`config.mk`:
```
export PLATFORM = sky130hd
export DESIGN_NAME = fetch_unit
export DESIGN_NICKNAME = d
export VERILOG_FILES = /design/src/rtl/rockwave_pkg.sv /design/src/rtl/fetch_pc_reg.sv /design/src/rtl/fetch_unit.sv
export SDC_FILE = /design/constraint.sdc
export NUM_CORES = 1
export LEC_CHECK = 0
export ABC_AREA = 0
export CAP_MARGIN = 20
export CORE_ASPECT_RATIO = 0.8
export CORE_MARGIN = 2
export CORE_UTILIZATION = 45
export CTS_BUF_LIST = sky130_fd_sc_hd__clkbuf_8
export DETAILED_ROUTE_END_ITERATION = 8
export GPL_ROUTABILITY_DRIVEN = 0
export HOLD_SLACK_MARGIN = 0.1
export MAX_ROUTING_LAYER = met4
export PLACE_DENSITY = 0.89
export REMOVE_ABC_BUFFERS = 1
export SYNTH_ARGS = -nofsm -noshare
export SYNTH_HDL_FRONTEND = slang
export SYNTH_HIERARCHICAL = 1
export SYNTH_SLANG_ARGS = --single-unit
```
`constraint.sdc`:
```
create_clock -name i_clk -period 5.34 [get_ports i_clk]
set_input_delay 1.068 -clock i_clk [delete_from_list [all_inputs] [get_ports i_clk]]
set_output_delay 1.068 -clock i_clk [all_outputs]
set_load 0.03 [all_outputs]
```
`src/rtl/rockwave_pkg.sv`:
```
// Shared RockWave core constants: datapath width, reset values, fetch FSM encoding.
// Single-cycle helpers only; no state lives here.
package rockwave_pkg;

  localparam int          XLEN         = 32;
  localparam logic [31:0] RESET_VECTOR = 32'h0000_0000;
  localparam logic [31:0] INST_NOP     = 32'h0000_0013;

  localparam logic FETCH_IDLE = 1'b0;
  localparam logic FETCH_REQ  = 1'b1;

  localparam int PC_INC = 4;

  // Instruction targets must be word aligned.
  function automatic logic is_misaligned(input logic [1:0] addr_lsb);
    return |addr_lsb;
  endfunction

endpackage

```
`src/rtl/fetch_pc_reg.sv`:
```
// Program counter with sequential/jump next-PC selection and misaligned-target flag.
// Updates one cycle after i_upd; a misaligned jump leaves the PC untouched.
module fetch_pc_reg #(
  parameter int               XLEN         = 32,
  parameter logic [XLEN-1:0]  RESET_VECTOR = '0
) (
  input  logic            i_clk,
  input  logic            i_rst_n,
  input  logic            i_upd,
  input  logic            i_jump_en,
  input  logic [XLEN-1:0] i_jump_addr,
  output logic [XLEN-1:0] o_pc,
  output logic            o_fetch_err
);
  import rockwave_pkg::*;

  logic [XLEN-1:0] r_pc;
  logic            r_fetch_err;
  logic            w_bad_target;

  assign w_bad_target = i_jump_en && is_misaligned(i_jump_addr[1:0]);

  // Sequential increment wraps naturally at 2^XLEN.
  always_ff @(posedge i_clk or negedge i_rst_n) begin
    if (!i_rst_n) begin
      r_pc        <= RESET_VECTOR;
      r_fetch_err <= 1'b0;
    end else if (i_upd) begin
      if (w_bad_target) begin
        r_fetch_err <= 1'b1;
      end else if (i_jump_en) begin
        r_pc        <= i_jump_addr;
        r_fetch_err <= 1'b0;
      end else begin
        r_pc        <= r_pc + XLEN'(PC_INC);
        r_fetch_err <= 1'b0;
      end
    end
  end

  assign o_pc        = r_pc;
  assign o_fetch_err = r_fetch_err;

endmodule

```
`src/rtl/fetch_unit.sv`:
```
// RockWave instruction fetch: owns the PC, runs the imem req/ack handshake, latches inst for decode.
// Request issues the cycle after FETCH; stall_fetch drops combinationally in the ack cycle.
module fetch_unit #(
  parameter int               XLEN         = rockwave_pkg::XLEN,
  parameter logic [XLEN-1:0]  RESET_VECTOR = rockwave_pkg::RESET_VECTOR,
  parameter logic [XLEN-1:0]  INST_NOP     = rockwave_pkg::INST_NOP
) (
  input  logic            i_clk,
  input  logic            i_rst_n,
  input  logic            i_phase_fetch,
  input  logic            i_phase_writeback,
  input  logic            i_jump_en,
  input  logic [XLEN-1:0] i_jump_addr,
  output logic            o_stall_fetch,
  output logic            o_imem_req,
  output logic [XLEN-1:0] o_imem_addr,
  input  logic            i_imem_ack,
  input  logic [XLEN-1:0] i_imem_rdata,
  output logic [XLEN-1:0] o_inst,
  output logic [XLEN-1:0] o_inst_pc,
  output logic            o_fetch_err
);
  import rockwave_pkg::*;

  logic            r_state;
  logic            w_next_state;
  logic            w_ack_take;
  logic            w_pc_upd;
  logic [XLEN-1:0] w_pc;
  logic [XLEN-1:0] r_inst;
  logic [XLEN-1:0] r_inst_pc;

  always_ff @(posedge i_clk or negedge i_rst_n) begin
    if (!i_rst_n) r_state <= FETCH_IDLE;
    else          r_state <= w_next_state;
  end

  // Writeback wins over fetch when both phases are asserted.
  always_comb begin
    w_next_state = r_state;
    case (r_state)
      FETCH_IDLE: if (i_phase_fetch && !i_phase_writeback) w_next_state = FETCH_REQ;
      FETCH_REQ:  if (i_imem_ack)                          w_next_state = FETCH_IDLE;
      default:                                             w_next_state = FETCH_IDLE;
    endcase
  end

  always_comb begin
    w_ack_take    = (r_state == FETCH_REQ) && i_imem_ack;
    w_pc_upd      = i_phase_writeback && (r_state == FETCH_IDLE);
    o_stall_fetch = i_phase_fetch && !w_ack_take;
  end

  // The state flop doubles as the registered request.
  assign o_imem_req  = r_state;
  assign o_imem_addr = w_pc;

  fetch_pc_reg #(
    .XLEN         (XLEN),
    .RESET_VECTOR (RESET_VECTOR)
  ) u_pc (
    .i_clk       (i_clk),
    .i_rst_n     (i_rst_n),
    .i_upd       (w_pc_upd),
    .i_jump_en   (i_jump_en),
    .i_jump_addr (i_jump_addr),
    .o_pc        (w_pc),
    .o_fetch_err (o_fetch_err)
  );

  always_ff @(posedge i_clk or negedge i_rst_n) begin
    if (!i_rst_n) begin
      r_inst    <= INST_NOP;
      r_inst_pc <= RESET_VECTOR;
    end else if (w_ack_take) begin
      r_inst    <= i_imem_rdata;
      r_inst_pc <= w_pc;
    end
  end

  assign o_inst    = r_inst;
  assign o_inst_pc = r_inst_pc;

endmodule

```
* After elaboration in Yosys (flattened, before gate mapping)
Index checks and enable logic that the tools add are counted.
** Storage, ports and cells
- Output and inout port bits :: 99
- Logic and storage cells :: 22
- Register bits after elaboration :: 98
- Bits of input ports :: 70
** Operators by class
- Bitwise gates (word level) :: 2
- Add/sub/neg operators :: 1
- Reductions and logical operators :: 9
- Multiplexer cells :: 5
** Operators with widths (count)
- $add 32x3->32 const B :: 1
- $mux 32 :: 1
- $logic_and 1x1->1 :: 5
- $mux 1 :: 3
- $logic_not 1->1 :: 2
- $not 1->1 :: 2
- $pmux 1 s2 :: 1
- $reduce_and 2->1 :: 1
- $reduce_or 2->1 :: 1

* Depth between registers and ports, before layout
Gate-level depths: netlist of the first run.
- Depth in word-level cells :: 4
- Depth in mapped cells :: 7
- Mapped depth without buffers :: 5

* Hierarchy
The synthesis of the first run kept the hierarchy.
** By module, submodules not included
- fetch_unit :: times used 1, cells each 142, area each 2640.0 um^2, sequential area each 1630.3 um^2
- fetch_pc_reg :: times used 1, cells each 267, area each 2265.9 um^2, sequential area each 825.8 um^2

* Worst setup path after synthesis of the first run
No wires, ideal clock.
- Path type :: in2out
- Start point :: input port i_imem_ack
- End point :: output port o_stall_fetch
- Setup slack :: 2.509 ns
- Stages on the path :: 4
- Buffers on the path :: 2
- Arrival :: 1.763 ns
- Required time :: 4.272 ns
- Path through :: nand2_1 > buf_6 > buf_6 > and2_1
** On the way
- Longest elaborated chain between the ends :: 3
** RTL lines
- start: declaration :: RTL line fetch_unit.sv:17 : input logic i_imem_ack,
- $logic_and 1x1->1 :: RTL line fetch_unit.sv:49 : w_ack_take = (r_state == FETCH_REQ) && i_imem_ack;
- $logic_not 1->1 :: RTL line fetch_unit.sv:51 : o_stall_fetch = i_phase_fetch && !w_ack_take;
- $logic_and 1x1->1 :: RTL line fetch_unit.sv:51
- end: declaration :: RTL line fetch_unit.sv:14 : output logic o_stall_fetch,
Every way passes these cells.

* Worst setup path after layout of the first run
Same ends and word-level chain as after synthesis.

==> results_dict.tcl, run 1 <==
set metrics [dict create \
    outcome "complete, no violations" \
    cts_resized 0 \
    clk-insertion-delay-late_ns 0.37 \
    period_minus_slack_ns 3.72 \
    drc_errors 0 \
    finalClockSkew_ns 0.0148 \
    fp.dieH_microns 97.4 \
    synthFlopType "dfrtp_1" \
    grt_pass1_wl_microns 21800 \
    cts_buffer_depth 2 \
    cp_max_fo 17 \
    finalHoldViolCount 0 \
    area_delta_synth_final_pct 40.1 \
    netlist_area_sq_um 4910 \
    max_freq_ghz 0.269 \
    viasPerCell 5.76 \
    cp_data_required_time_ns 4.27 \
    dieArea_sq_um 11800 \
    place_area_sq_um 6670 \
    track_usage 0.240 \
    cp-end-kind "primary output" \
    worst-slew-pin-transition_ns 0.950 \
    crit_arrival_ns 2.65 \
    fin_area_sq_um 6870 \
    start_util 0.456 \
    tns_ns 0 \
    grt_remaining_overflow 0 \
    clkSinkCount 98 \
    row_count 34 \
    routed_wirelength_microns 13300 \
    grt_max_degree 53 \
    clk_pin_slew_ns 0.09 \
    io_pins 169 \
    core_sq_um 10800 \
    dpl.hpwl_microns 9220 \
    die_w_microns 121 \
    setup_viol 0 \
    critPathLaunchType "input port" \
    cts_tree "yes" \
    vias 4130 \
    finalCritPeriodShare 0.697 \
    synth_edf_count 0 \
    avgRoutedWirePerCell_microns 18.6 \
    synth_warnings 6 \
    ctsHoldBuffers 0 \
    worstSetupPathType "input port to primary output" \
    hp-class "flip-flop to flip-flop" \
    ys_ff_latch 98 \
    max-slew-margin-rel 0.367 \
    drive_gt1_frac 0.168 \
    port_buffers 168 \
    leakage_nw 2.84 \
    cts_root_buffer "clkbuf_8" \
    final_nets 639 \
    cts_setup_buffers 0 \
    rsz0062_at_grt "no" \
    syn_area_per_cell_sq_um 12.0 \
    finalMaxSlewViolations 0 \
    powerDensity_nw_per_um2 437 \
    ir_worst_vdd_mv 0.293 \
    detail-route-antenna-nets 0 \
    grt_pass1_vias 4197 \
    drv_cap 0 \
    antenna_found_initial 0 \
    ys_seq_area_frac 0.501 \
    dr.pass1.iters 5 \
    drt_iter0_drc 315 \
    h-tree-depth 3 \
    num_antenna_cells 0 \
    synthArstFlopShare 1.00 \
    cts_buffers 9 \
    ys_types 54 \
    netlist_instances 409 \
]
## path summary, 6_finish.rpt
| kind | depth (start not counted) | from | slack, ns | end |
|---|---|---|---|---|
| hold / removal | 1 | o_inst_pc[0] | 0.51 | o_inst_pc[0] |
| setup reg to reg | 4 | u_pc/o_pc[5] | 2.98 | u_pc/o_pc[31] |
| setup / recovery | 4 | i_imem_ack | 1.62 | o_stall_fetch |
| hold reg to reg | 1 | o_inst_pc[0] | 0.51 | o_inst_pc[0] |
| max in group asynchronous | 2 | i_rst_n | 3.53 | u_pc/o_pc[12] |
| min in group asynchronous | 1 | i_rst_n | 0.70 | o_inst[13] |
## power by group
group          internal, W  switching, W
Clock             0.000230      0.000268
Sequential        0.000951      0.000195
Combinational     0.000654      0.000704
## stage by stage
step	worst slack [ns]	hold slack [ns]	power, W	utilization	cells
after CTS	1.61	0.518	0.00302	0.638	717
after floorplan	0.744	0.669	0.00191	-	384
final	1.62	0.514	0.00300	0.638	717
after global placement	1.63	0.488	0.00247	0.620	701
after global routing	1.53	0.525	0.00314	0.638	717
after detailed placement	1.62	0.490	0.00251	0.620	701
## synth_stat cells, types with 5 or more instances
cell type | number | share of area
dfrtp_1 | 95 | 0.48
nor3_1 | 10 | 0.010
a311oi_1 | 12 | 0.021
and4_1 | 7 | 0.012
and2_1 | 6 | 0.0077
nor2b_1 | 6 | 0.0077
nor2_1 | 20 | 0.015
inv_1 | 8 | 0.0061
clkbuf_1 | 16 | 0.012
nor4_1 | 11 | 0.014
mux2_2 | 15 | 0.034
a21boi_0 | 5 | 0.0077
nand4_1 | 5 | 0.0064
buf_6 | 6 | 0.014
nand3_1 | 14 | 0.014
o21ai_0 | 14 | 0.014
mux2i_1 | 6 | 0.012
o22ai_1 | 12 | 0.015
nand2_1 | 16 | 0.012
or3_1 | 5 | 0.0064
a21oi_1 | 18 | 0.018
mux2_4 | 49 | 0.15
## layer usage
layer,vias up,GRT usage,share of wire
met5,-,-,0
met3,20,0.0464,0.073
met2,229,0.362,0.46
met1,2011,0.329,0.45
met4,0,0.0760,0.015
li1,1870,-,-
## worst max-delay path, cell delays in order
cell and delay [ns]:
clkdlybuf4s50_1 0.46, nand2_4 0.28, and2_1 0.18, clkdlybuf4s50_1 0.67
## area by class of cell
cell class	count	area, sq um
inverter	9	33.8
sequential	98	2460
fill	831	3890
tap	144	180
timing repair buffer	173	1720
clock inverter	6	66.3
clock buffer	10	138
multi-input combinational	277	2280
## flip-flops by register name (all words and copies together) (netlist names)
register,cells
o_inst,32
o_inst_pc,32
u_pc/o_pc,32
o_imem_req,1
u_pc/o_fetch_err,1
## kinds of logic after synthesis
family / Yosys count / synth area share
buf+inv: 34 / 0.0360
flops: 98 / 0.501
simple gates: 120 / 0.144
mux: 70 / 0.197
fa+ha+maj: 1 / 0.00255
compound gates: 86 / 0.121
## cells in the final DEF (no fill, tap or decap), drive strengths merged, types with 4 or more instances in the layout
master / instances
clkdlybuf4s50: 167
dfrtp: 95
mux2: 64
nor2: 20
a21oi: 18
nand2: 16
o21ai: 14
nand3: 14
a311oi: 12
o22ai: 12
nor4: 11
clkbuf: 10
nor3: 10
inv: 10
and4: 7
nand4: 7
nor2b: 6
and2: 6
buf: 6
mux2i: 6
a21boi: 5
or3: 5
and3: 4
Power figures use the tool's default switching activity.
==> inputs of run 2 (changes only) <==
- CORE_UTILIZATION: 45 -> 43
- clock period: 5.34 -> 3.4 ns (I/O delays scaled with it)
==> run 2 against run 1 <==
Compared with the run above: hold slack lost 0.20 ns; critical endpoint unchanged; first-iteration DRC count grew 33%; wire length grew 2.6%; worst setup slack lost 0.91 ns; power grew 62%; sequential share of layout area shrank 0.46 points; core utilization shrank 0.42 points; cell count grew 0.70%; count of clock-buffer cells in the layout shrank 1; register-to-register slack lost 2.0 ns.
==> results_dict.tcl, run 2 (same netlist as run 1, synthesis figures left out) <==
set metrics [dict create \
    h-tree-depth 3 \
    worstReg2RegStart "u_pc/o_pc[5]" \
    cts_buffers 9 \
    cpMaxStageDelayCell "clkdlybuf4s50_1" \
    viasPerCell 5.74 \
    rsz0062_at_grt "no" \
    path_cells "clkdlybuf4s50_1 -> nand2_4 -> and2_1 -> clkdlybuf4s50_1" \
    cp_max_fo 2 \
    period_minus_slack_ns 2.69 \
    hold_ws_ns 0.311 \
    ctsHoldBuffers 0 \
    max-slew-margin-rel 0.391 \
    grt_remaining_overflow 0 \
    track_usage 0.232 \
    avgRoutedWirePerCell_microns 18.9 \
    hp-class "input port to asynchronous set/reset pin" \
    row_count 34 \
    worst-slew-pin-transition_ns 0.906 \
    layoutNonFillerInstCount 722 \
    drive_gt1_frac 0.178 \
    dp_cells 706 \
    setup.worst_path.start "i_imem_ack" \
    drc_errors 0 \
    tns_ns 0 \
    core_sq_um 11000 \
    cts_root_buffer "clkbuf_8" \
    use_met2 0.354 \
    cp-end-kind "primary output" \
    fp.dieH_microns 99.5 \
    ir_worst_vdd_mv 0.438 \
    grt_max_degree 53 \
    powerDensity_nw_per_um2 698 \
    clk-insertion-delay-late_ns 0.38 \
    dieArea_sq_um 12300 \
    finalHoldViolCount 0 \
    outcome "complete, no violations" \
    register_area_sq_um 2460 \
    grt_pass1_vias 4167 \
    dpl.hpwl_microns 9750 \
    top_usage_layer "met2" \
    layout_commonest_cell "clkdlybuf4s50_1" \
    cp_slowest_stage_delay_ns 0.66 \
    finalClockSkew_ns 0.0160 \
    crit_top_cell "clkdlybuf4s50_1" \
    start_util 0.447 \
    crit_arrival_ns 2.01 \
    mostFrequentLayoutCells "clkdlybuf4s50_1 (167), dfrtp_1 (95), mux2_4 (49), nor2_1 (20), a21oi_1 (18)" \
    io_pins 169 \
    multi_input_area_sq_um 2280 \
    fillers 848 \
    dr.pass1.iters 5 \
    leakage_nw 2.89 \
    antenna_found_initial 0 \
    finalCritPeriodShare 0.790 \
    cts_buffer_depth 2 \
    final_nets 644 \
    num_antenna_cells 0 \
    drv_cap 0 \
    cts_tree "yes" \
    crit_buf_inv 2 \
    grt_pass1_wl_microns 21500 \
    cts_resized 0 \
    clk_pin_slew_ns 0.10 \
    grt_use_met1 0.316 \
    vias 4144 \
    drt_iter0_drc 420 \
    setup_viol 0 \
    crit_family "buffers and inverters" \
    met3_usage 0.0482 \
    port_buffers 168 \
    area_delta_synth_final_pct 41.9 \
    detail-route-antenna-nets 0 \
    cp_data_required_time_ns 2.72 \
    critPathLaunchType "input port" \
    die_w_microns 123 \
    cts_setup_buffers 0 \
    finalMaxSlewViolations 0 \
    clkSinkCount 98 \
    max_freq_ghz 0.372 \
    routed_wirelength_microns 13700 \
    worstSetupPathType "input port to primary output" \
]
==> run 2: cell types whose count changed in the layout (fill, tap and decap cells not counted) <==
cell        delta
nor2b_1        -1
clkinv_4       +1
buf_4          +4
inv_6          -1
nor2b_2        +1
clkbuf_8       -1
clkinvlp_4     -2
bufinv_16      +2
inv_1          -1
buf_12         +1
clkinv_2       +2
==> run 2: area by class of cell <==
type,count,area share
repair buffers,178,0.254
well taps,144,0.0259
flip-flops and latches,98,0.353
inverters,9,0.00485
clock inverters,7,0.0169
clock buffers,9,0.0178
multi-input cells,277,0.328
==> run 2: metrics by stage <==
| step | total power (W) | setup slack, ns | cell area [sq um] | utilization |
|---|---|---|---|---|
| after floorplan | 0.00300 | -0.420 | 4760 | - |
| after global placement | 0.00390 | 0.641 | 6720 | 0.612 |
| after detailed placement | 0.00396 | 0.545 | 6720 | 0.612 |
| after CTS | 0.00488 | 0.711 | 6960 | 0.634 |
| after global routing | 0.00506 | 0.639 | 6960 | 0.634 |
| final | 0.00486 | 0.713 | 6960 | 0.634 |
==> run 2: worst paths after layout <==
kind / endpoint / slack, ns / cells past startpoint
min reg2reg: o_inst_pc[31] / 0.51 / 1
max reg2reg: u_pc/o_pc[31] / 1.03 / 4
max in group asynchronous: u_pc/o_fetch_err / 2.39 / 2
min in group i_clk: o_inst_pc[31] / 0.51 / 1
max: o_stall_fetch / 0.71 / 4
min: o_inst_pc[20] / 0.31 / 1
==> run 2: report_power, final <==
part	internal, W	switching (W)	leakage [nW]
registers	0.00149	0.000310	1.16
logic	0.00103	0.00111	1.61
clock network	0.000489	0.000426	0.123
==> run 2: layer usage <==
layer / vias up / part of all wire
li1: 1877 / -
met1: 2016 / 0.44
met2: 225 / 0.46
met3: 26 / 0.082
met4: 0 / 0.015
met5: - / 0
==> run 2: worst register-to-register path, stage by stage (launching register included) <==
cell,delay [ns]
dfrtp_1,0.61
nand4_1,0.37
or3_1,0.53
nor4_1,0.54
mux2i_1,0.25
==> inputs of run 3 (changes only) <==
- CORE_UTILIZATION: 43 -> 45
- clock period: 3.4 -> 2.5 ns (I/O delays scaled with it)
==> run 3 against run 2 <==
Compared with the run above: largest power group unchanged; cell count is 2.5% higher; non-clock buffer count is 18 higher; highest routed layer unchanged; cell area is 1.5% higher.
==> results_dict.tcl, run 3 (same netlist as run 1, synthesis figures left out) <==
set metrics [dict create \
    cts_buffers 9 \
    cts_root_buffer "clkbuf_8" \
    port_buffers 168 \
    drive_gt1_frac 0.201 \
    worstReg2RegStart "u_pc/o_pc[2]" \
    post-place-ws_ns 0.153 \
    period_minus_slack_ns 2.37 \
    routed_wirelength_microns 13800 \
    cts_tree "yes" \
    internal_power_w 0.00395 \
    drt_iter0_drc 402 \
    dr.pass1.iters 6 \
    fin_area_sq_um 7070 \
    grt_pass1_vias 4284 \
    powerDensity_nw_per_um2 917 \
    combPwrFrac 0.464 \
    finalMaxSlewViolations 0 \
    avgRoutedWirePerCell_microns 18.7 \
    pwr-share-seq 0.374 \
    finalCritPeriodShare 0.950 \
    outcome "complete, no violations" \
    cts_buffer_depth 2 \
    setup.worst_path.start "u_pc/o_pc[2]" \
    clockPowerShare 0.162 \
    ctsHoldBuffers 1 \
    mostFrequentLayoutCells "clkdlybuf4s50_1 (166), dfrtp_1 (95), mux2_4 (49), buf_4 (27), nor2_1 (20)" \
    drv_cap 0 \
    core_sq_um 10800 \
    cp-end-kind "flip-flop" \
    grt_pass1_wl_microns 22400 \
    detail-route-antenna-nets 0 \
    fillers 845 \
    grt_max_degree 65 \
    drc_errors 0 \
    h-tree-depth 3 \
    vias 4223 \
    leakage_nw 2.96 \
    crit_arrival_ns 2.61 \
    area_delta_synth_final_pct 44.0 \
    p_sw_w 0.00252 \
    max_freq_ghz 0.421 \
    io_pins 169 \
    finalHoldViolCount 0 \
    clk-insertion-delay-late_ns 0.37 \
    cts_setup_buffers 0 \
    dieArea_sq_um 11800 \
    cp_max_fo 10 \
    row_count 34 \
    hold_ws_ns 0.509 \
    rsz0062_at_grt "no" \
    worst-slew-pin-transition_ns 0.706 \
    antenna_found_initial 0 \
    fp.dieH_microns 97.4 \
    place_area_sq_um 6860 \
    worstSetupPathType "flip-flop to flip-flop" \
    track_usage 0.248 \
    cts_resized 0 \
    finalClockSkew_ns 0.00789 \
    clk_pin_slew_ns 0.10 \
    num_antenna_cells 0 \
    switching_share 0.390 \
    final_nets 662 \
    cp_data_required_time_ns 2.74 \
    hp-class "flip-flop to flip-flop" \
    fin_ws_ns 0.126 \
    start_util 0.456 \
    dpl.hpwl_microns 9970 \
    critPathLaunchType "flip-flop" \
    layout_commonest_cell "clkdlybuf4s50_1" \
    clkSinkCount 98 \
    min_from "o_inst_pc[31]" \
    ir_worst_vdd_mv 0.576 \
    grt_remaining_overflow 0 \
    viasPerCell 5.71 \
    max-slew-margin-rel 0.525 \
    setup_viol 0 \
    die_w_microns 121 \
]
run 3: layout make-up:
class                   instances  area [sq um]  share of cell area
flip-flops and latches         98          2460               0.348
clock buffers                   9           124              0.0175
inverters                       9          33.8             0.00478
well taps                     144           180              0.0255
repair buffers                196          1910               0.271
multi-input cells             277          2280               0.323
clock inverters                 7          76.3              0.0108
run 3: power by group through the flow:
stage	Sequential, W	Combinational (W)	Clock [W]
2_1_floorplan	0.00328	0.000808	0
3_3_place_gp	0.00241	0.00294	0
3_5_place_dp	0.00245	0.00300	0
4_1_cts	0.00242	0.00302	0.00108
5_1_grt	0.00249	0.00315	0.00115
6_report	0.00242	0.00300	0.00105
run 3: final timing paths:
path | endpoint | slack (ns) | depth (start not counted)
min | o_inst_pc[31] | 0.51 | 1
max in group asynchronous | o_inst[0] | 1.33 | 3
min in group asynchronous | o_inst[13] | 0.53 | 2
min reg2reg | o_inst_pc[31] | 0.51 | 1
max | u_pc/o_pc[30] | 0.13 | 5
max reg2reg | u_pc/o_pc[30] | 0.13 | 5
run 3: critical path: stages (launching register included):
cell      delay (ns)
dfrtp_1         0.45
ha_1            0.31
nand4_4         0.21
or4b_1          0.69
o311ai_0        0.41
o211ai_1        0.16
run 3: metrics by stage:
step           utilization  total power [W]  std cells  TNS (ns)
6_report             0.656          0.00648        740         0
5_1_grt              0.656          0.00679        740         0
4_1_cts              0.656          0.00653        740         0
3_5_place_dp         0.637          0.00545        723         0
3_3_place_gp         0.637          0.00534        723         0
2_1_floorplan            -          0.00408        384    -38.82
run 3: routing by layer:
| metal | share of wire | vias up | GRT usage |
|---|---|---|---|
| li1 | - | 1907 | - |
| met5 | 0 | - | - |
| met3 | 0.079 | 21 | 0.0581 |
| met1 | 0.43 | 2062 | 0.332 |
| met4 | 0.016 | 0 | 0.0590 |
| met2 | 0.47 | 233 | 0.386 |
